--- src/rtl/traffic_phase_controller_if.sv ---
// Sensor-to-lamp bundle for traffic_phase_controller.
// master = sensor/stimulus side, slave = the phase controller.
interface traffic_phase_controller_if;
  logic pedestrian_button;
  logic turn_sensor;
  logic pedestrian_green;
  logic up_green;
  logic down_green;
  logic turn_green;

  modport master (
    output pedestrian_button, turn_sensor,
    input  pedestrian_green, up_green, down_green, turn_green
  );

  modport slave (
    input  pedestrian_button, turn_sensor,
    output pedestrian_green, up_green, down_green, turn_green
  );
endinterface

--- src/rtl/traffic_phase_controller.sv ---
// Intersection phase sequencer: MAIN / TURN / PED with all-red CLEAR between phases.
// Optional TURN_EXTEND_EN: TURN held while turn_sensor stays high, capped at TURN_MAX.
module traffic_phase_controller #(
  parameter int unsigned MIN_GREEN  = 8,
  parameter int unsigned TURN_TIME  = 4,
  parameter int unsigned PED_TIME   = 6,
  parameter int unsigned CLEAR_TIME = 2,
  parameter int unsigned TURN_MAX   = 8
) (
  input  logic                        clock,
  input  logic                        reset,
  traffic_phase_controller_if.slave   bus
);

  localparam int unsigned MAX_AB = (MIN_GREEN > TURN_TIME) ? MIN_GREEN : TURN_TIME;
  localparam int unsigned MAX_CD = (PED_TIME > CLEAR_TIME) ? PED_TIME : CLEAR_TIME;
  localparam int unsigned MAX_AD = (MAX_AB > MAX_CD) ? MAX_AB : MAX_CD;
  localparam int unsigned MAX_P  = (MAX_AD > TURN_MAX) ? MAX_AD : TURN_MAX;
  localparam int unsigned TW     = $clog2(MAX_P) + 1;

  localparam logic [1:0] S_CLEAR = 2'd0;
  localparam logic [1:0] S_MAIN  = 2'd1;
  localparam logic [1:0] S_TURN  = 2'd2;
  localparam logic [1:0] S_PED   = 2'd3;

  logic [1:0]    state_q, state_d;
  logic [1:0]    next_q, next_d;
  logic [TW-1:0] timer_q, timer_d;
  logic          ped_req_q, ped_req_d;
  logic          turn_req_q, turn_req_d;
  logic          last_turn_q, last_turn_d;
  logic [1:0]    sel_phase;
  logic          turn_done;
  logic          enter_ped, enter_turn;

  // With both pending, alternate away from whichever phase was served last.
  always_comb begin
    sel_phase = S_TURN;
    if (ped_req_q && turn_req_q) sel_phase = last_turn_q ? S_PED : S_TURN;
    else if (ped_req_q)          sel_phase = S_PED;
  end

`ifdef TURN_EXTEND_EN
  assign turn_done = (timer_q >= TW'(TURN_TIME - 1)) &&
                     (!bus.turn_sensor || (timer_q >= TW'(TURN_MAX - 1)));
`else
  assign turn_done = (timer_q >= TW'(TURN_TIME - 1));
`endif

  always_comb begin
    state_d = state_q;
    next_d  = next_q;
    case (state_q)
      S_CLEAR: if (timer_q >= TW'(CLEAR_TIME - 1)) state_d = next_q;
      S_MAIN: begin
        if ((timer_q >= TW'(MIN_GREEN - 1)) && (ped_req_q || turn_req_q)) begin
          state_d = S_CLEAR;
          next_d  = sel_phase;
        end
      end
      S_TURN: begin
        if (turn_done) begin
          state_d = S_CLEAR;
          next_d  = S_MAIN;
        end
      end
      S_PED: begin
        if (timer_q >= TW'(PED_TIME - 1)) begin
          state_d = S_CLEAR;
          next_d  = S_MAIN;
        end
      end
      default: begin
        state_d = S_CLEAR;
        next_d  = S_MAIN;
      end
    endcase
  end

  assign enter_ped  = (state_d == S_PED)  && (state_q != S_PED);
  assign enter_turn = (state_d == S_TURN) && (state_q != S_TURN);

  // Timer counts cycles spent in the current state; it saturates in MAIN once min-green is met.
  always_comb begin
    timer_d = timer_q + TW'(1);
    if (state_d != state_q)
      timer_d = '0;
    else if ((state_q == S_MAIN) && (timer_q >= TW'(MIN_GREEN - 1)))
      timer_d = timer_q;
  end

  always_comb begin
    ped_req_d   = ped_req_q;
    turn_req_d  = turn_req_q;
    last_turn_d = last_turn_q;
    if (bus.pedestrian_button && (state_q != S_PED)) ped_req_d  = 1'b1;
    if (bus.turn_sensor && (state_q != S_TURN))      turn_req_d = 1'b1;
    if (enter_ped) begin
      ped_req_d   = 1'b0;
      last_turn_d = 1'b0;
    end
    if (enter_turn) begin
      turn_req_d  = 1'b0;
      last_turn_d = 1'b1;
    end
  end

  always_ff @(posedge clock or negedge reset) begin
    if (!reset) begin
      state_q     <= S_CLEAR;
      next_q      <= S_MAIN;
      timer_q     <= '0;
      ped_req_q   <= 1'b0;
      turn_req_q  <= 1'b0;
      last_turn_q <= 1'b1;
    end else begin
      state_q     <= state_d;
      next_q      <= next_d;
      timer_q     <= timer_d;
      ped_req_q   <= ped_req_d;
      turn_req_q  <= turn_req_d;
      last_turn_q <= last_turn_d;
    end
  end

  assign bus.pedestrian_green = (state_q == S_PED);
  assign bus.up_green         = (state_q == S_MAIN) || (state_q == S_TURN);
  assign bus.down_green       = (state_q == S_MAIN);
  assign bus.turn_green       = (state_q == S_TURN);

endmodule

--- src/flat_wrapper.sv ---
// flat-port wrapper written by rule: the top's interface ports become plain ports
module traffic_phase_controller_flat 
#(
  parameter int unsigned MIN_GREEN  = 8,
  parameter int unsigned TURN_TIME  = 4,
  parameter int unsigned PED_TIME   = 6,
  parameter int unsigned CLEAR_TIME = 2,
  parameter int unsigned TURN_MAX   = 8
)
  (clock, reset, bus_pedestrian_button, bus_turn_sensor, bus_pedestrian_green, bus_up_green, bus_down_green, bus_turn_green);
  traffic_phase_controller_if bus_i ();
  input  logic clock;
  input  logic reset;
  input wire logic [$bits(bus_i.pedestrian_button)-1:0] bus_pedestrian_button;
  input wire logic [$bits(bus_i.turn_sensor)-1:0] bus_turn_sensor;
  output wire logic [$bits(bus_i.pedestrian_green)-1:0] bus_pedestrian_green;
  output wire logic [$bits(bus_i.up_green)-1:0] bus_up_green;
  output wire logic [$bits(bus_i.down_green)-1:0] bus_down_green;
  output wire logic [$bits(bus_i.turn_green)-1:0] bus_turn_green;
  assign bus_i.pedestrian_button = bus_pedestrian_button;
  assign bus_i.turn_sensor = bus_turn_sensor;
  assign bus_pedestrian_green = bus_i.pedestrian_green;
  assign bus_up_green = bus_i.up_green;
  assign bus_down_green = bus_i.down_green;
  assign bus_turn_green = bus_i.turn_green;
  traffic_phase_controller #(.MIN_GREEN(MIN_GREEN), .TURN_TIME(TURN_TIME), .PED_TIME(PED_TIME), .CLEAR_TIME(CLEAR_TIME), .TURN_MAX(TURN_MAX)) u_core (.clock(clock), .reset(reset), .bus(bus_i));
endmodule
--- config.mk ---
export PLATFORM = sky130hd
export DESIGN_NAME = traffic_phase_controller_flat
export DESIGN_NICKNAME = d
export VERILOG_FILES = /design/src/rtl/traffic_phase_controller_if.sv /design/src/rtl/traffic_phase_controller.sv /design/src/flat_wrapper.sv
export SDC_FILE = /design/constraint.sdc
export NUM_CORES = 1
export LEC_CHECK = 0
export ABC_AREA = 1
export BUFFER_PORTS_ARGS = -buffer_cell sky130_fd_sc_hd__clkbuf_2
export CAP_MARGIN = 20
export CORE_AREA = 2 2 39 41
export DETAILED_ROUTE_END_ITERATION = 7
export DIE_AREA = 0 0 41 43
export PLACE_DENSITY = 0.78
export SLEW_MARGIN = 20
export SYNTH_ARGS = -nofsm -noshare
export SYNTH_HDL_FRONTEND = slang
export SYNTH_SLANG_ARGS = --single-unit
--- constraint.sdc ---
create_clock -name clock -period 2.09 [get_ports clock]
set_input_delay 0.1045 -clock clock [delete_from_list [all_inputs] [get_ports clock]]
set_output_delay 0.1045 -clock clock [all_outputs]
set_load 0.1 [all_outputs]
==> impl_results.html, run 1 <==
<table>
<tr><th>Metric</th><th>Value</th></tr>
<tr><th colspan="2">Finish</th></tr>
<tr><td>Layout overhead on the synthesized area</td><td>13.56%</td></tr>
<tr><td>Core Util, Final</td><td>0.5832</td></tr>
<tr><td>Antenna Diode Count</td><td>0</td></tr>
<tr><td>Filler-free cell count of the finished design</td><td>116</td></tr>
<tr><td>Fraction of final layout cells sized beyond drive strength 1</td><td>0.2500</td></tr>
<tr><td>Number of fillers in the final layout</td><td>122</td></tr>
<tr><td>Final-stage net count</td><td>112</td></tr>
<tr><th colspan="2">Synth</th></tr>
<tr><td>Total of warnings raised by yosys</td><td>0</td></tr>
<tr><td>Number of synthesized flops with an enable pin</td><td>0</td></tr>
<tr><td>Seq cells post-synth</td><td>11</td></tr>
<tr><td>Library cells used by synthesis</td><td>18</td></tr>
<tr><td>Dominant cell type by area after synthesis</td><td>sky130_fd_sc_hd__dfrtp_1</td></tr>
<tr><td>Ys async rst share</td><td>1.000</td></tr>
<tr><td>Dominant cell by count in the synthesized netlist</td><td>sky130_fd_sc_hd__nand2_1</td></tr>
<tr><td>Syn nets</td><td>99</td></tr>
<tr><td>Mapped Cells</td><td>88</td></tr>
<tr><td>Cell types with the largest area share after synthesis</td><td>sky130_fd_sc_hd__dfrtp_1 32%, sky130_fd_sc_hd__ha_1 12%, sky130_fd_sc_hd__nand2_1 9.0%</td></tr>
<tr><td>Synthesized area per cell</td><td>8.076 um^2</td></tr>
<tr><td>Leading post-synthesis cells by instance count</td><td>17 x sky130_fd_sc_hd__nand2_1, 14 x sky130_fd_sc_hd__inv_1, 9 x sky130_fd_sc_hd__dfrtp_1, 8 x sky130_fd_sc_hd__nand2_2, 8 x sky130_fd_sc_hd__nor2_1</td></tr>
<tr><td>Sequential element share of the synthesized area</td><td>0.3908</td></tr>
<tr><td>Share of the synthesized area in the top cell type</td><td>0.3169</td></tr>
<tr><td>Primary flip-flop cell chosen by synthesis mapping</td><td>sky130_fd_sc_hd__dfrtp_1</td></tr>
<tr><td>Post-Syn Area</td><td>710.7 um^2</td></tr>
<tr><th colspan="2">Clocking</th></tr>
<tr><td>TritonCTS clock tree</td><td>yes</td></tr>
<tr><td>Number of buffers inserted during clock tree synthesis</td><td>3</td></tr>
<tr><td>Number of clock sinks</td><td>11</td></tr>
<tr><td>Clock Pin Slew Worst Setup and Hold Paths</td><td>0.07 ns</td></tr>
<tr><td>Resized cells post-CTS</td><td>0</td></tr>
<tr><td>Buffers inserted by post-CTS timing repair</td><td>0</td></tr>
<tr><td>CTS Root Cell</td><td>sky130_fd_sc_hd__clkbuf_4</td></tr>
<tr><td>Insertion delay of the later-clocked pin in the worst-skew pair</td><td>0.26 ns</td></tr>
<tr><td>H-tree depth</td><td>1</td></tr>
<tr><td>Number of buffers between clock root and the deepest sink</td><td>2</td></tr>
<tr><th colspan="2">Global routing</th></tr>
<tr><td>Initial antenna violation count</td><td>0</td></tr>
<tr><td>First-pass GRT wire length</td><td>2311 um</td></tr>
<tr><td>Number of global-route vias before repair</td><td>565</td></tr>
<tr><td>Total congestion overflow</td><td>0</td></tr>
<tr><td>Maximum number of pins on one net before global-route repair</td><td>12</td></tr>
<tr><td>Global routing usage summed across all routing layers</td><td>0.1928</td></tr>
<tr><th colspan="2">Setup path</th></tr>
<tr><td>Category of the worst setup path launch point</td><td>flip-flop</td></tr>
<tr><td>Slowest cell on crit path</td><td>sky130_fd_sc_hd__dfrtp_1</td></tr>
<tr><td>Crit path arrival time</td><td>1.94 ns</td></tr>
<tr><td>Required arrival time at the worst endpoint</td><td>2.28 ns</td></tr>
<tr><td>CP Class</td><td>reg2reg</td></tr>
<tr><td>Worst path cell trace</td><td>inv_1, ha_2, inv_1, nor2_1, a21oi_2, nand3_4, nand2_2, nand2_1, nand2_1, nand2_2, nor2_1</td></tr>
<tr><td>Highest net fanout along the worst path</td><td>8</td></tr>
<tr><td>CP endpoint kind</td><td>flip-flop</td></tr>
<tr><td>Longest individual stage delay on the worst path</td><td>0.45 ns</td></tr>
<tr><th colspan="2">STA</th></tr>
<tr><td>Transition at the pin with the smallest max-transition slack</td><td>0.5437 ns</td></tr>
<tr><td>Layout Skew</td><td>0.0004942 ns</td></tr>
<tr><td>Number of slew-limit violations in the final report</td><td>0</td></tr>
<tr><td>Number of hold violations in the final report</td><td>0</td></tr>
<tr><td>Headroom to the max-slew limit</td><td>0.6391</td></tr>
<tr><td>Final setup violation count</td><td>0</td></tr>
<tr><td>F_max</td><td>0.5698 GHz</td></tr>
<tr><td>Hold slack final</td><td>0.1391 ns</td></tr>
<tr><td>Setup repair after global routing missed its margin</td><td>false</td></tr>
<tr><td>Fin crit period</td><td>1.755 ns</td></tr>
<tr><td>Final worst path period share</td><td>0.8397</td></tr>
<tr><td>Total Negative Setup Slacks</td><td>0 ns</td></tr>
<tr><th colspan="2">Placed design</th></tr>
<tr><td>DP HPWL</td><td>1054 um</td></tr>
<tr><td>Placed insts</td><td>111</td></tr>
<tr><td>Number of port buffers</td><td>7</td></tr>
<tr><td>Placer's final routability congestion estimate</td><td>0.8722</td></tr>
<tr><th colspan="2">Floorplanning</th></tr>
<tr><td>Floorplan die width</td><td>41 um</td></tr>
<tr><td>CORE AREA</td><td>1384 um^2</td></tr>
<tr><td>Initial core utilization</td><td>0.5136</td></tr>
<tr><td>Number of cell rows</td><td>14</td></tr>
<tr><td>Top-level I/O count</td><td>8</td></tr>
<tr><td>Total die area</td><td>1763 um^2</td></tr>
<tr><td>Die span in y</td><td>43 um</td></tr>
<tr><th colspan="2">Route</th></tr>
<tr><td>Router iterations before antenna repair</td><td>4</td></tr>
<tr><td>Post-DR vias/cell</td><td>5.069</td></tr>
<tr><td>Drt total wl</td><td>1313 um</td></tr>
<tr><td>Detail Route Antenna Nets</td><td>0</td></tr>
<tr><td>Initial drt markers</td><td>28</td></tr>
<tr><td>Routed wire length per instance</td><td>11.32 um</td></tr>
<tr><td># DRC</td><td>0</td></tr>
<tr><td>Via count of the routed design</td><td>588</td></tr>
<tr><th colspan="2">Pwr</th></tr>
<tr><td>Peak VDD IR</td><td>365.6 uV</td></tr>
<tr><td>Leakage</td><td>0.4257 nW</td></tr>
<tr><td>Pwr per Cell Area</td><td>446.0 nW/um^2</td></tr>
<tr><th colspan="2">Flow run</th></tr>
<tr><td>Max-capacitance violation count</td><td>0</td></tr>
<tr><th colspan="2">Hold path</th></tr>
<tr><td>Class of the worst hold path</td><td>in2reg</td></tr>
<tr><th colspan="2">Status</th></tr>
<tr><td>Status</td><td>finished, final reports clean</td></tr>
</table>
## repair_timing
action                                  CTS  global route
endpoints found under the setup margin    0             0
endpoints found under the hold margin    11             0
hold buffers                              1             0
## worst max-delay path: cells and delay by family (launching register included)
family	cells	cell delay [ns]
compound gates	1	0.17
flops	1	0.45
buf+inv	2	0.24
simple gates	7	0.64
fa+ha+maj	1	0.20
## final cells by class
type	count	area [um^2]	area share
multi-input combinational	63	385.4	0.4775
tap	16	20.02	0.02481
sequential	11	277.8	0.3442
timing repair buffer	8	45.04	0.05581
clock buffer	4	26.28	0.03256
inverter	14	52.55	0.06512
## power breakdown
part / internal [mW] / total [mW] / switching, mW
clock network: 0.0737 / 0.139 / 0.0653
registers: 0.213 / 0.213 / 0.0000000000000000988
logic: 0.00318 / 0.00789 / 0.00471
## worst paths after layout
kind	start	endpoint	slack [ns]	cells past startpoint
min in group asynchronous	reset	u_core.state_q[0]	0.25	2
worst min-delay path	bus_pedestrian_button	u_core.ped_req_q	0.14	3
worst max-delay path	u_core.state_q[0]	u_core.timer_q[0]	0.34	11
max in group asynchronous	reset	u_core.last_turn_q	1.57	2
worst min register to register	u_core.last_turn_q	u_core.last_turn_q	0.49	2
worst max register to register	u_core.state_q[0]	u_core.timer_q[0]	0.34	11
## metrics by stage
stage	worst slack [ns]	total power [mW]	instance area [um^2]
5_1_grt	0.1864	0.3764	807.0
3_3_place_gp	0.4273	0.2234	770.7
2_1_floorplan	0.02661	0.2170	715.7
4_1_cts	0.3299	0.3656	807.0
6_report	0.3350	0.3599	807.0
3_5_place_dp	0.3547	0.2235	770.7
## cell usage in the layout (no fill, tap or decap), drive strengths merged
cell | Yosys | final
nand3 | 6 | 6
nand4 | 1 | 1
a22oi | 1 | 1
ha | 7 | 7
a31oi | 2 | 2
o21ai | 5 | 5
dlygate4sd3 | 0 | 1
nand2 | 25 | 25
xor2 | 2 | 2
clkbuf | 0 | 11
o21bai | 1 | 1
inv | 14 | 14
dfstp | 2 | 2
nor2 | 9 | 9
dfrtp | 9 | 9
a21oi | 4 | 4
## logic make-up (layout without fill, tap and decap cells)
kind of cell / after synthesis / after routing / share of synthesized area
AOI/OAI and AO/OA: 13 / 13 / 0.1074
DFF: 11 / 11 / 0.3909
xor gates and xnor gates: 2 / 2 / 0.02465
and+or+nand+nor: 41 / 41 / 0.2799
buffers and inverters: 14 / 26 / 0.07394
adders and majority gates: 7 / 7 / 0.1232
## per-layer routing
| metal | wire length [um] | track usage | vias to the layer above | part of all wire |
|---|---|---|---|---|
| met4 | 15 | 0.1200 | 0 | 0.011 |
| met1 | 584 | 0.2690 | 267 | 0.44 |
| li1 | - | - | 301 | - |
| met2 | 651 | 0.2781 | 18 | 0.50 |
| met5 | 0 | 0 | - | 0 |
| met3 | 61 | 0.01571 | 2 | 0.046 |
## sequential cells by signal, indices dropped and copies added (netlist names)
name	flops
u_core.next_q	2
u_core.ped_req_q	1
u_core.state_q	2
u_core.timer_q	4
u_core.last_turn_q	1
u_core.turn_req_q	1
Power figures use the tool's default switching activity.
==> inputs of run 2 (changes only) <==
ABC_AREA = 0   (was 1)
CORE_AREA = unset   (was 2 2 39 41)
CORE_MARGIN = 2   (was unset)
CORE_UTILIZATION = 49   (was unset)
DIE_AREA = unset   (was 0 0 41 43)
PLACE_DENSITY = 0.75   (was 0.78)
clock period = 1.6 ns   (was 2.09 ns; I/O delays follow)
==> impl_results.html, run 2 <==
<table>
<tr><th>Metric</th><th>Value</th></tr>
<tr><th colspan="2">Floorplanning</th></tr>
<tr><td>CORE AREA</td><td>1301 um^2 (-6.0%)</td></tr>
<tr><td>Top-level I/O count</td><td>8 (unchanged)</td></tr>
<tr><td>Floorplan die width</td><td>41.48 um (+1.2%)</td></tr>
<tr><td>Total die area</td><td>1720 um^2 (-2.4%)</td></tr>
<tr><td>Initial core utilization</td><td>0.5288 (+0.01528)</td></tr>
<tr><td>Number of cell rows</td><td>13 (-1)</td></tr>
<tr><td>Die span in y</td><td>41.48 um (-3.5%)</td></tr>
<tr><th colspan="2">STA</th></tr>
<tr><td>Number of hold violations in the final report</td><td>0 (unchanged)</td></tr>
<tr><td>Number of slew-limit violations in the final report</td><td>0 (unchanged)</td></tr>
<tr><td>Final setup violation count</td><td>11 (+11)</td></tr>
<tr><td>F_max</td><td>0.4377 GHz (-23%)</td></tr>
<tr><td>Final worst path period share</td><td>1.428 (+0.5883)</td></tr>
<tr><td>Transition at the pin with the smallest max-transition slack</td><td>0.5472 ns (+0.003433 ns)</td></tr>
<tr><td>Layout Skew</td><td>0.004307 ns (+0.003813 ns)</td></tr>
<tr><td>Setup repair after global routing missed its margin</td><td>true</td></tr>
<tr><td>Fin crit period</td><td>2.285 ns (+0.5298 ns)</td></tr>
<tr><td>Setup slack after layout</td><td>-0.6848 ns (-1.020 ns)</td></tr>
<tr><td>Headroom to the max-slew limit</td><td>0.6368 (-0.002279)</td></tr>
<tr><th colspan="2">Global routing</th></tr>
<tr><td>Global routing usage summed across all routing layers</td><td>0.3168 (+0.1240)</td></tr>
<tr><td>First-pass GRT wire length</td><td>4057 um (+76%)</td></tr>
<tr><td>Initial antenna violation count</td><td>0 (unchanged)</td></tr>
<tr><td>Number of global-route vias before repair</td><td>811 (+44%)</td></tr>
<tr><td>Total congestion overflow</td><td>0 (unchanged)</td></tr>
<tr><td>Maximum number of pins on one net before global-route repair</td><td>12 (unchanged)</td></tr>
<tr><th colspan="2">Pwr</th></tr>
<tr><td>Peak VDD IR</td><td>549.5 uV (+50%)</td></tr>
<tr><td>Flop pwr share</td><td>0.557 (-0.035)</td></tr>
<tr><td>Clock Power Share</td><td>0.419 (+0.033)</td></tr>
<tr><td>Leakage</td><td>0.5318 nW (+25%)</td></tr>
<tr><td>Int Power</td><td>0.3792 mW (+31%)</td></tr>
<tr><td>Combinational group share of total power</td><td>0.024 (+0.002)</td></tr>
<tr><td>Pwr per Cell Area</td><td>417.8 nW/um^2 (-6.3%)</td></tr>
<tr><td>Net switching power</td><td>0.1200 mW (+71%)</td></tr>
<tr><td>Switching power as a share of total power</td><td>0.2404 (+0.04581)</td></tr>
<tr><th colspan="2">Setup path</th></tr>
<tr><td>FF-to-FF setup slack</td><td>-0.68 ns (-1.02 ns)</td></tr>
<tr><td>CP endpoint kind</td><td>flip-flop</td></tr>
<tr><td>Highest net fanout along the worst path</td><td>4 (-4)</td></tr>
<tr><td>CP Class</td><td>reg2reg</td></tr>
<tr><td>Category of the worst setup path launch point</td><td>flip-flop</td></tr>
<tr><td>R2r worst-path depth</td><td>7 (-4)</td></tr>
<tr><td>Required arrival time at the worst endpoint</td><td>1.80 ns (-0.48 ns)</td></tr>
<tr><td>Crit path arrival time</td><td>2.48 ns (+0.54 ns)</td></tr>
<tr><th colspan="2">Synth</th></tr>
<tr><td>Synthesized area per cell</td><td>9.831 um^2 (+22%)</td></tr>
<tr><td>Primary flip-flop cell chosen by synthesis mapping</td><td>sky130_fd_sc_hd__dfrtp_1</td></tr>
<tr><td>Seq cells post-synth</td><td>11 (unchanged)</td></tr>
<tr><td>Syn nets</td><td>81 (-18%)</td></tr>
<tr><td>Dominant cell by count in the synthesized netlist</td><td>sky130_fd_sc_hd__dfrtp_1</td></tr>
<tr><td>Post-Syn Area</td><td>688.2 um^2 (-3.2%)</td></tr>
<tr><td>Cell types with the largest area share after synthesis</td><td>sky130_fd_sc_hd__dfrtp_1 33%, sky130_fd_sc_hd__ha_1 13%, sky130_fd_sc_hd__dfstp_2 7.6%</td></tr>
<tr><td>Mapped Cells</td><td>70 (-20%)</td></tr>
<tr><td>Number of synthesized flops with an enable pin</td><td>0 (unchanged)</td></tr>
<tr><td>Sequential element share of the synthesized area</td><td>0.4036 (+0.01279)</td></tr>
<tr><td>Dominant cell type by area after synthesis</td><td>sky130_fd_sc_hd__dfrtp_1</td></tr>
<tr><td>Ys async rst share</td><td>1.000 (unchanged)</td></tr>
<tr><td>Library cells used by synthesis</td><td>27 (+9)</td></tr>
<tr><td>Share of the synthesized area in the top cell type</td><td>0.3273 (+0.01037)</td></tr>
<tr><td>Total of warnings raised by yosys</td><td>0 (unchanged)</td></tr>
<tr><td>Leading post-synthesis cells by instance count</td><td>9 x sky130_fd_sc_hd__dfrtp_1, 8 x sky130_fd_sc_hd__inv_1, 7 x sky130_fd_sc_hd__a21oi_1, 7 x sky130_fd_sc_hd__ha_1, 6 x sky130_fd_sc_hd__nor2_1</td></tr>
<tr><th colspan="2">Status</th></tr>
<tr><td>Status</td><td>finished with violations</td></tr>
<tr><td>Violated checks</td><td>setup timing</td></tr>
<tr><th colspan="2">Finish</th></tr>
<tr><td>Antenna Diode Count</td><td>0 (unchanged)</td></tr>
<tr><td>Most common library cell in the layout ignoring fill and taps</td><td>sky130_fd_sc_hd__buf_4</td></tr>
<tr><td>Commonest cells after routing, fill and taps aside</td><td>26 x sky130_fd_sc_hd__buf_4, 8 x sky130_fd_sc_hd__dfrtp_1, 5 x sky130_fd_sc_hd__inv_1</td></tr>
<tr><td>Cell area after layout</td><td>1195 um^2 (+48%)</td></tr>
<tr><td>Largest reg by FF count</td><td>u_core.timer_q</td></tr>
<tr><td>Biggest registers after layout</td><td>u_core.timer_q (4), u_core.next_q (2), u_core.state_q (2)</td></tr>
<tr><td>Final-stage net count</td><td>121 (+8.0%)</td></tr>
<tr><td>Number of flip-flops under the largest register name</td><td>4 (unchanged)</td></tr>
<tr><td>Number of fillers in the final layout</td><td>47 (-61%)</td></tr>
<tr><td>Fraction of final layout cells sized beyond drive strength 1</td><td>0.6514 (+0.4014)</td></tr>
<tr><td>Core Util, Final</td><td>0.9183 (+0.3351)</td></tr>
<tr><td>Filler-free cell count of the finished design</td><td>124 (+6.9%)</td></tr>
<tr><td>Layout overhead on the synthesized area</td><td>73.64%</td></tr>
<tr><th colspan="2">Clocking</th></tr>
<tr><td>CTS Root Cell</td><td>sky130_fd_sc_hd__clkbuf_4</td></tr>
<tr><td>Clock Pin Slew Worst Setup and Hold Paths</td><td>0.08 ns (about the same)</td></tr>
<tr><td>Number of clock sinks</td><td>11 (unchanged)</td></tr>
<tr><td>TritonCTS clock tree</td><td>yes</td></tr>
<tr><td>Number of buffers inserted during clock tree synthesis</td><td>3 (unchanged)</td></tr>
<tr><td>Insertion delay of the later-clocked pin in the worst-skew pair</td><td>0.28 ns (+0.02 ns)</td></tr>
<tr><td>H-tree depth</td><td>1 (unchanged)</td></tr>
<tr><td>Number of buffers between clock root and the deepest sink</td><td>2 (unchanged)</td></tr>
<tr><th colspan="2">Hold path</th></tr>
<tr><td>Class of the worst hold path</td><td>in2reg</td></tr>
<tr><td>Hold Path Stages</td><td>3 (unchanged)</td></tr>
<tr><th colspan="2">Route</th></tr>
<tr><td>Drt total wl</td><td>2972 um (+130%)</td></tr>
<tr><td>Initial drt markers</td><td>29 (+3.6%)</td></tr>
<tr><td>Router iterations before antenna repair</td><td>4 (unchanged)</td></tr>
<tr><td># DRC</td><td>0 (unchanged)</td></tr>
<tr><td>Routed wire length per instance</td><td>23.97 um (+110%)</td></tr>
<tr><td>Detail Route Antenna Nets</td><td>0 (unchanged)</td></tr>
<tr><td>Post-DR vias/cell</td><td>6.290 (+24%)</td></tr>
<tr><td>Via count of the routed design</td><td>780 (+33%)</td></tr>
<tr><th colspan="2">Placed design</th></tr>
<tr><td>DP HPWL</td><td>1395 um (+32%)</td></tr>
<tr><td>Placed insts</td><td>113 (+1.8%)</td></tr>
<tr><td>Placed inst area</td><td>1012 um^2 (+31%)</td></tr>
<tr><td>Placer's final routability congestion estimate</td><td>0.8936 (+2.5%)</td></tr>
<tr><td>Number of port buffers</td><td>7 (unchanged)</td></tr>
<tr><th colspan="2">Flow run</th></tr>
<tr><td>Max-capacitance violation count</td><td>0 (unchanged)</td></tr>
</table>
==> run 2: critical path: stages (launching register included) <==
cell and delay (ns):
sky130_fd_sc_hd__dfrtp_1 0.41, sky130_fd_sc_hd__inv_1 0.09, sky130_fd_sc_hd__ha_2 0.18, sky130_fd_sc_hd__or4b_4 0.49
sky130_fd_sc_hd__and3_4 0.20, sky130_fd_sc_hd__o32a_4 0.20, sky130_fd_sc_hd__a221o_1 0.40, sky130_fd_sc_hd__nor3_2 0.23
==> run 2: repair_timing <==
action,4_1_cts,5_1_grt
pin swaps,5,4
setup endpoints to repair,11,11
gates resized for setup,14,11
hold endpoints to repair,11,0
hold buffers,1,0
buffers inserted,4,2
==> run 2: cell type report <==
type | instances | area [um^2] | area share
inverters | 8 | 30.03 | 0.02513
clock buffers | 4 | 26.28 | 0.02199
multi-input cells | 51 | 553.0 | 0.4628
repair buffers | 35 | 287.8 | 0.2408
flip-flops and latches | 11 | 279.0 | 0.2335
well taps | 15 | 18.77 | 0.01571
==> run 2: path summary, 6_finish.rpt <==
path / endpoint / startpoint
max: u_core.timer_q[3] / u_core.timer_q[0]
min: u_core.ped_req_q / bus_pedestrian_button
max reg2reg: u_core.timer_q[3] / u_core.timer_q[0]
min reg2reg: u_core.turn_req_q / u_core.turn_req_q
max in group asynchronous: u_core.next_q[0] / reset
min in group asynchronous: u_core.timer_q[2] / reset
==> run 2: per-layer routing <==
metal | global-route usage | up-vias | wire length, um | part of all wire
li1 | - | 330 | - | -
met1 | 0.3898 | 376 | 1172 | 0.39
met2 | 0.5594 | 58 | 1450 | 0.49
met3 | 0.06087 | 16 | 223 | 0.075
met4 | 0.09032 | 0 | 125 | 0.042
met5 | 0 | - | 0 | 0
==> run 2: power by group through the flow <==
stage / registers (mW) / clock network, mW / logic, mW
after detailed placement: 0.283 / 0 / 0.00900
after global placement: 0.283 / 0 / 0.00893
final: 0.278 / 0.209 / 0.0121
after global routing: 0.278 / 0.224 / 0.0134
after floorplan: 0.283 / 0 / 0.00000189
after CTS: 0.278 / 0.193 / 0.0109
==> run 2: cell families (layout without fill, tap and decap cells) <==
logic type / count (synthesis) / count (layout) / share of synthesized area
buffers and inverters: 8 / 47 / 0.04364
AOI/OAI and AO/OA: 18 / 18 / 0.1764
muxes: 3 / 3 / 0.04545
DFF: 11 / 11 / 0.4036
and+or+nand+nor: 21 / 21 / 0.1782
xor gates and xnor gates: 2 / 2 / 0.02546
adders and majority gates: 7 / 7 / 0.1273
==> run 2: metrics by stage <==
stage | TNS [ns] | hold slack, ns | power [mW] | worst slack (ns)
3_5_place_dp | -3.598 | -0.03056 | 0.2923 | -0.5856
6_report | -5.575 | 0.1038 | 0.4992 | -0.6848
3_3_place_gp | -2.928 | -0.03213 | 0.2922 | -0.4579
5_1_grt | -5.942 | 0.1108 | 0.5158 | -0.7300
2_1_floorplan | -2.481 | -0.2156 | 0.2834 | -0.4058
4_1_cts | -4.031 | 0.08408 | 0.4822 | -0.5138
==> inputs of run 3 (changes only) <==
CORE_AREA = 2 2 39 41   (was unset)
CORE_MARGIN = unset   (was 2)
CORE_UTILIZATION = unset   (was 49)
DIE_AREA = 0 0 41 43   (was unset)
PLACE_DENSITY = 0.76   (was 0.75)
clock period = 2.3 ns   (was 1.6 ns; I/O delays follow)
==> impl_results.html, run 3 (same netlist as run 2, synthesis figures left out) <==
<table>
<tr><th>Metric</th><th>Value</th></tr>
<tr><th colspan="2">Setup path</th></tr>
<tr><td>Required arrival time at the worst endpoint</td><td>2.47 ns (+0.67 ns)</td></tr>
<tr><td>R2r worst-path depth</td><td>6 (-1)</td></tr>
<tr><td>Highest net fanout along the worst path</td><td>6 (+2)</td></tr>
<tr><td>Crit path arrival time</td><td>2.41 ns (-0.07 ns)</td></tr>
<tr><td>CP endpoint kind</td><td>flip-flop</td></tr>
<tr><td>Category of the worst setup path launch point</td><td>flip-flop</td></tr>
<tr><td>CP Class</td><td>reg2reg</td></tr>
<tr><th colspan="2">Finish</th></tr>
<tr><td>Filler-free cell count of the finished design</td><td>99 (-20%)</td></tr>
<tr><td>Layout overhead on the synthesized area</td><td>18.36%</td></tr>
<tr><td>Biggest registers after layout</td><td>u_core.timer_q (4), u_core.next_q (2), u_core.state_q (2)</td></tr>
<tr><td>Number of flip-flops under the largest register name</td><td>4 (unchanged)</td></tr>
<tr><td>Antenna Diode Count</td><td>0 (unchanged)</td></tr>
<tr><td>Most common library cell in the layout ignoring fill and taps</td><td>sky130_fd_sc_hd__dfrtp_1</td></tr>
<tr><td>Final-stage net count</td><td>95 (-21%)</td></tr>
<tr><td>Largest reg by FF count</td><td>u_core.timer_q</td></tr>
<tr><td>Commonest cells after routing, fill and taps aside</td><td>9 x sky130_fd_sc_hd__dfrtp_1, 8 x sky130_fd_sc_hd__inv_1, 7 x sky130_fd_sc_hd__a21oi_1, 7 x sky130_fd_sc_hd__clkbuf_2, 6 x sky130_fd_sc_hd__nor2_1</td></tr>
<tr><td>Fraction of final layout cells sized beyond drive strength 1</td><td>0.2892 (-0.3622)</td></tr>
<tr><th colspan="2">Global routing</th></tr>
<tr><td>Total congestion overflow</td><td>0 (unchanged)</td></tr>
<tr><td>Initial antenna violation count</td><td>0 (unchanged)</td></tr>
<tr><td>Global routing usage summed across all routing layers</td><td>0.1897 (-0.1271)</td></tr>
<tr><td>Number of global-route vias before repair</td><td>579 (-29%)</td></tr>
<tr><td>Maximum number of pins on one net before global-route repair</td><td>12 (unchanged)</td></tr>
<tr><td>First-pass GRT wire length</td><td>2318 um (-43%)</td></tr>
<tr><th colspan="2">Placed design</th></tr>
<tr><td>DP HPWL</td><td>1109 um (-21%)</td></tr>
<tr><td>Placed insts</td><td>93 (-18%)</td></tr>
<tr><td>Number of port buffers</td><td>7 (unchanged)</td></tr>
<tr><td>Placer's final routability congestion estimate</td><td>0.7825 (-12%)</td></tr>
<tr><th colspan="2">Floorplanning</th></tr>
<tr><td>Number of cell rows</td><td>14 (+1)</td></tr>
<tr><td>CORE AREA</td><td>1384 um^2 (+6.3%)</td></tr>
<tr><td>Die span in y</td><td>43 um (+3.7%)</td></tr>
<tr><td>Top-level I/O count</td><td>8 (unchanged)</td></tr>
<tr><td>Initial core utilization</td><td>0.4973 (-0.03156)</td></tr>
<tr><td>Total die area</td><td>1763 um^2 (+2.5%)</td></tr>
<tr><td>Floorplan die width</td><td>41 um (-1.1%)</td></tr>
<tr><th colspan="2">STA</th></tr>
<tr><td>Transition at the pin with the smallest max-transition slack</td><td>0.5850 ns (+0.03783 ns)</td></tr>
<tr><td>Headroom to the max-slew limit</td><td>0.6070 (-0.02977)</td></tr>
<tr><td>Final worst path period share</td><td>0.9755 (-0.4525)</td></tr>
<tr><td>Final setup violation count</td><td>0 (-11)</td></tr>
<tr><td>Layout Skew</td><td>0.005976 ns (+0.001668 ns)</td></tr>
<tr><td>F_max</td><td>0.4457 GHz (+1.8%)</td></tr>
<tr><td>Number of hold violations in the final report</td><td>0 (unchanged)</td></tr>
<tr><td>Fin crit period</td><td>2.244 ns (-0.04115 ns)</td></tr>
<tr><td>Number of slew-limit violations in the final report</td><td>0 (unchanged)</td></tr>
<tr><th colspan="2">Pwr</th></tr>
<tr><td>Peak VDD IR</td><td>335.5 uV (-39%)</td></tr>
<tr><td>Pwr per Cell Area</td><td>401.4 nW/um^2 (-3.9%)</td></tr>
<tr><td>Power consumption</td><td>0.3270 mW (-34%)</td></tr>
<tr><td>Leakage</td><td>0.3771 nW (-29%)</td></tr>
<tr><th colspan="2">Hold path</th></tr>
<tr><td>Class of the worst hold path</td><td>in2reg</td></tr>
<tr><td>Hold Path Stages</td><td>3 (unchanged)</td></tr>
<tr><th colspan="2">Route</th></tr>
<tr><td># DRC</td><td>0 (unchanged)</td></tr>
<tr><td>Detail Route Antenna Nets</td><td>0 (unchanged)</td></tr>
<tr><td>Via count of the routed design</td><td>555 (-29%)</td></tr>
<tr><td>Router iterations before antenna repair</td><td>2 (-2)</td></tr>
<tr><td>Routed wire length per instance</td><td>13.76 um (-43%)</td></tr>
<tr><td>Initial drt markers</td><td>2 (-93%)</td></tr>
<tr><td>Post-DR vias/cell</td><td>5.606 (-11%)</td></tr>
<tr><td>Drt total wl</td><td>1362 um (-54%)</td></tr>
<tr><th colspan="2">Flow run</th></tr>
<tr><td>Max-capacitance violation count</td><td>0 (unchanged)</td></tr>
<tr><th colspan="2">Clocking</th></tr>
<tr><td>Number of buffers inserted during clock tree synthesis</td><td>3 (unchanged)</td></tr>
<tr><td>Number of clock sinks</td><td>11 (unchanged)</td></tr>
<tr><td>Clock Pin Slew Worst Setup and Hold Paths</td><td>0.06 ns (-0.02 ns)</td></tr>
<tr><td>Insertion delay of the later-clocked pin in the worst-skew pair</td><td>0.26 ns (-0.02 ns)</td></tr>
<tr><td>TritonCTS clock tree</td><td>yes</td></tr>
<tr><td>Number of buffers between clock root and the deepest sink</td><td>2 (unchanged)</td></tr>
<tr><td>H-tree depth</td><td>1 (unchanged)</td></tr>
<tr><td>CTS Root Cell</td><td>sky130_fd_sc_hd__clkbuf_4</td></tr>
<tr><th colspan="2">Status</th></tr>
<tr><td>Status</td><td>finished, final reports clean</td></tr>
</table>
-- run 3: changes by cell type in the layout (fill, tap and decap cells not counted), sizes merged --
cell / before / now
buf: 30 / 1
clkbuf: 8 / 11
-- run 3: worst paths after layout --
check	endpoint	slack, ns	start
max in group asynchronous	u_core.last_turn_q	1.76	reset
hold reg to reg	u_core.next_q[0]	0.53	u_core.next_q[0]
setup reg to reg	u_core.timer_q[0]	0.06	u_core.timer_q[0]
min in group asynchronous	u_core.next_q[1]	0.26	reset
setup / recovery	u_core.timer_q[0]	0.06	u_core.timer_q[0]
hold / removal	u_core.turn_req_q	0.15	bus_turn_sensor
-- run 3: area by class of cell --
type | count | area, um^2
clock buffers | 4 | 26.28
fillers | 113 | 569.3
inverters | 8 | 30.03
multi-input cells | 51 | 407.9
flip-flops and latches | 11 | 277.8
well taps | 16 | 20.02
repair buffers | 9 | 52.55
-- run 3: repair_timing --
| action | in CTS | in global routing |
|---|---|---|
| hold buffers | 1 | 0 |
| hold endpoints to repair | 11 | 0 |
| setup buffers | 0 | 1 |
| setup endpoints to repair | 0 | 2 |
| gates resized for setup | 0 | 2 |
-- run 3: metal layers --
layer	routed length, um	global-route usage	up-vias
met3	29	0.01571	2
met4	10	0.08000	0
met5	0	0	-
li1	-	-	276
met2	707	0.3125	6
met1	614	0.2414	271
-- run 3: power breakdown --
part	internal, mW	total [mW]	switching [mW]
registers	0.194	0.194	0.000000000000000122
clock network	0.0669	0.126	0.0596
logic	0.00288	0.00699	0.00410
-- run 3: critical path: stages (launching register included) --
cell,delay (ns)
sky130_fd_sc_hd__dfrtp_1,0.43
sky130_fd_sc_hd__ha_1,0.23
sky130_fd_sc_hd__or4b_4,0.50
sky130_fd_sc_hd__and3_4,0.19
sky130_fd_sc_hd__o32a_2,0.23
sky130_fd_sc_hd__a221o_1,0.38
sky130_fd_sc_hd__nor3_1,0.21
-- run 3: through the flow --
stage	utilization	cell area, um^2	setup slack, ns	TNS [ns]	hold WS (ns)
6_report	0.5886	814.5	0.05638	0	0.1545
5_1_grt	0.5886	814.5	-0.02565	-0.02565	0.1522
4_1_cts	0.5759	797.0	0.07351	0	0.1599
3_5_place_dp	0.5497	760.7	0.08435	0	-0.0007699
3_3_place_gp	0.5497	760.7	0.1508	0	-0.0008731
2_1_floorplan	-	705.7	0.1550	0	-0.1806
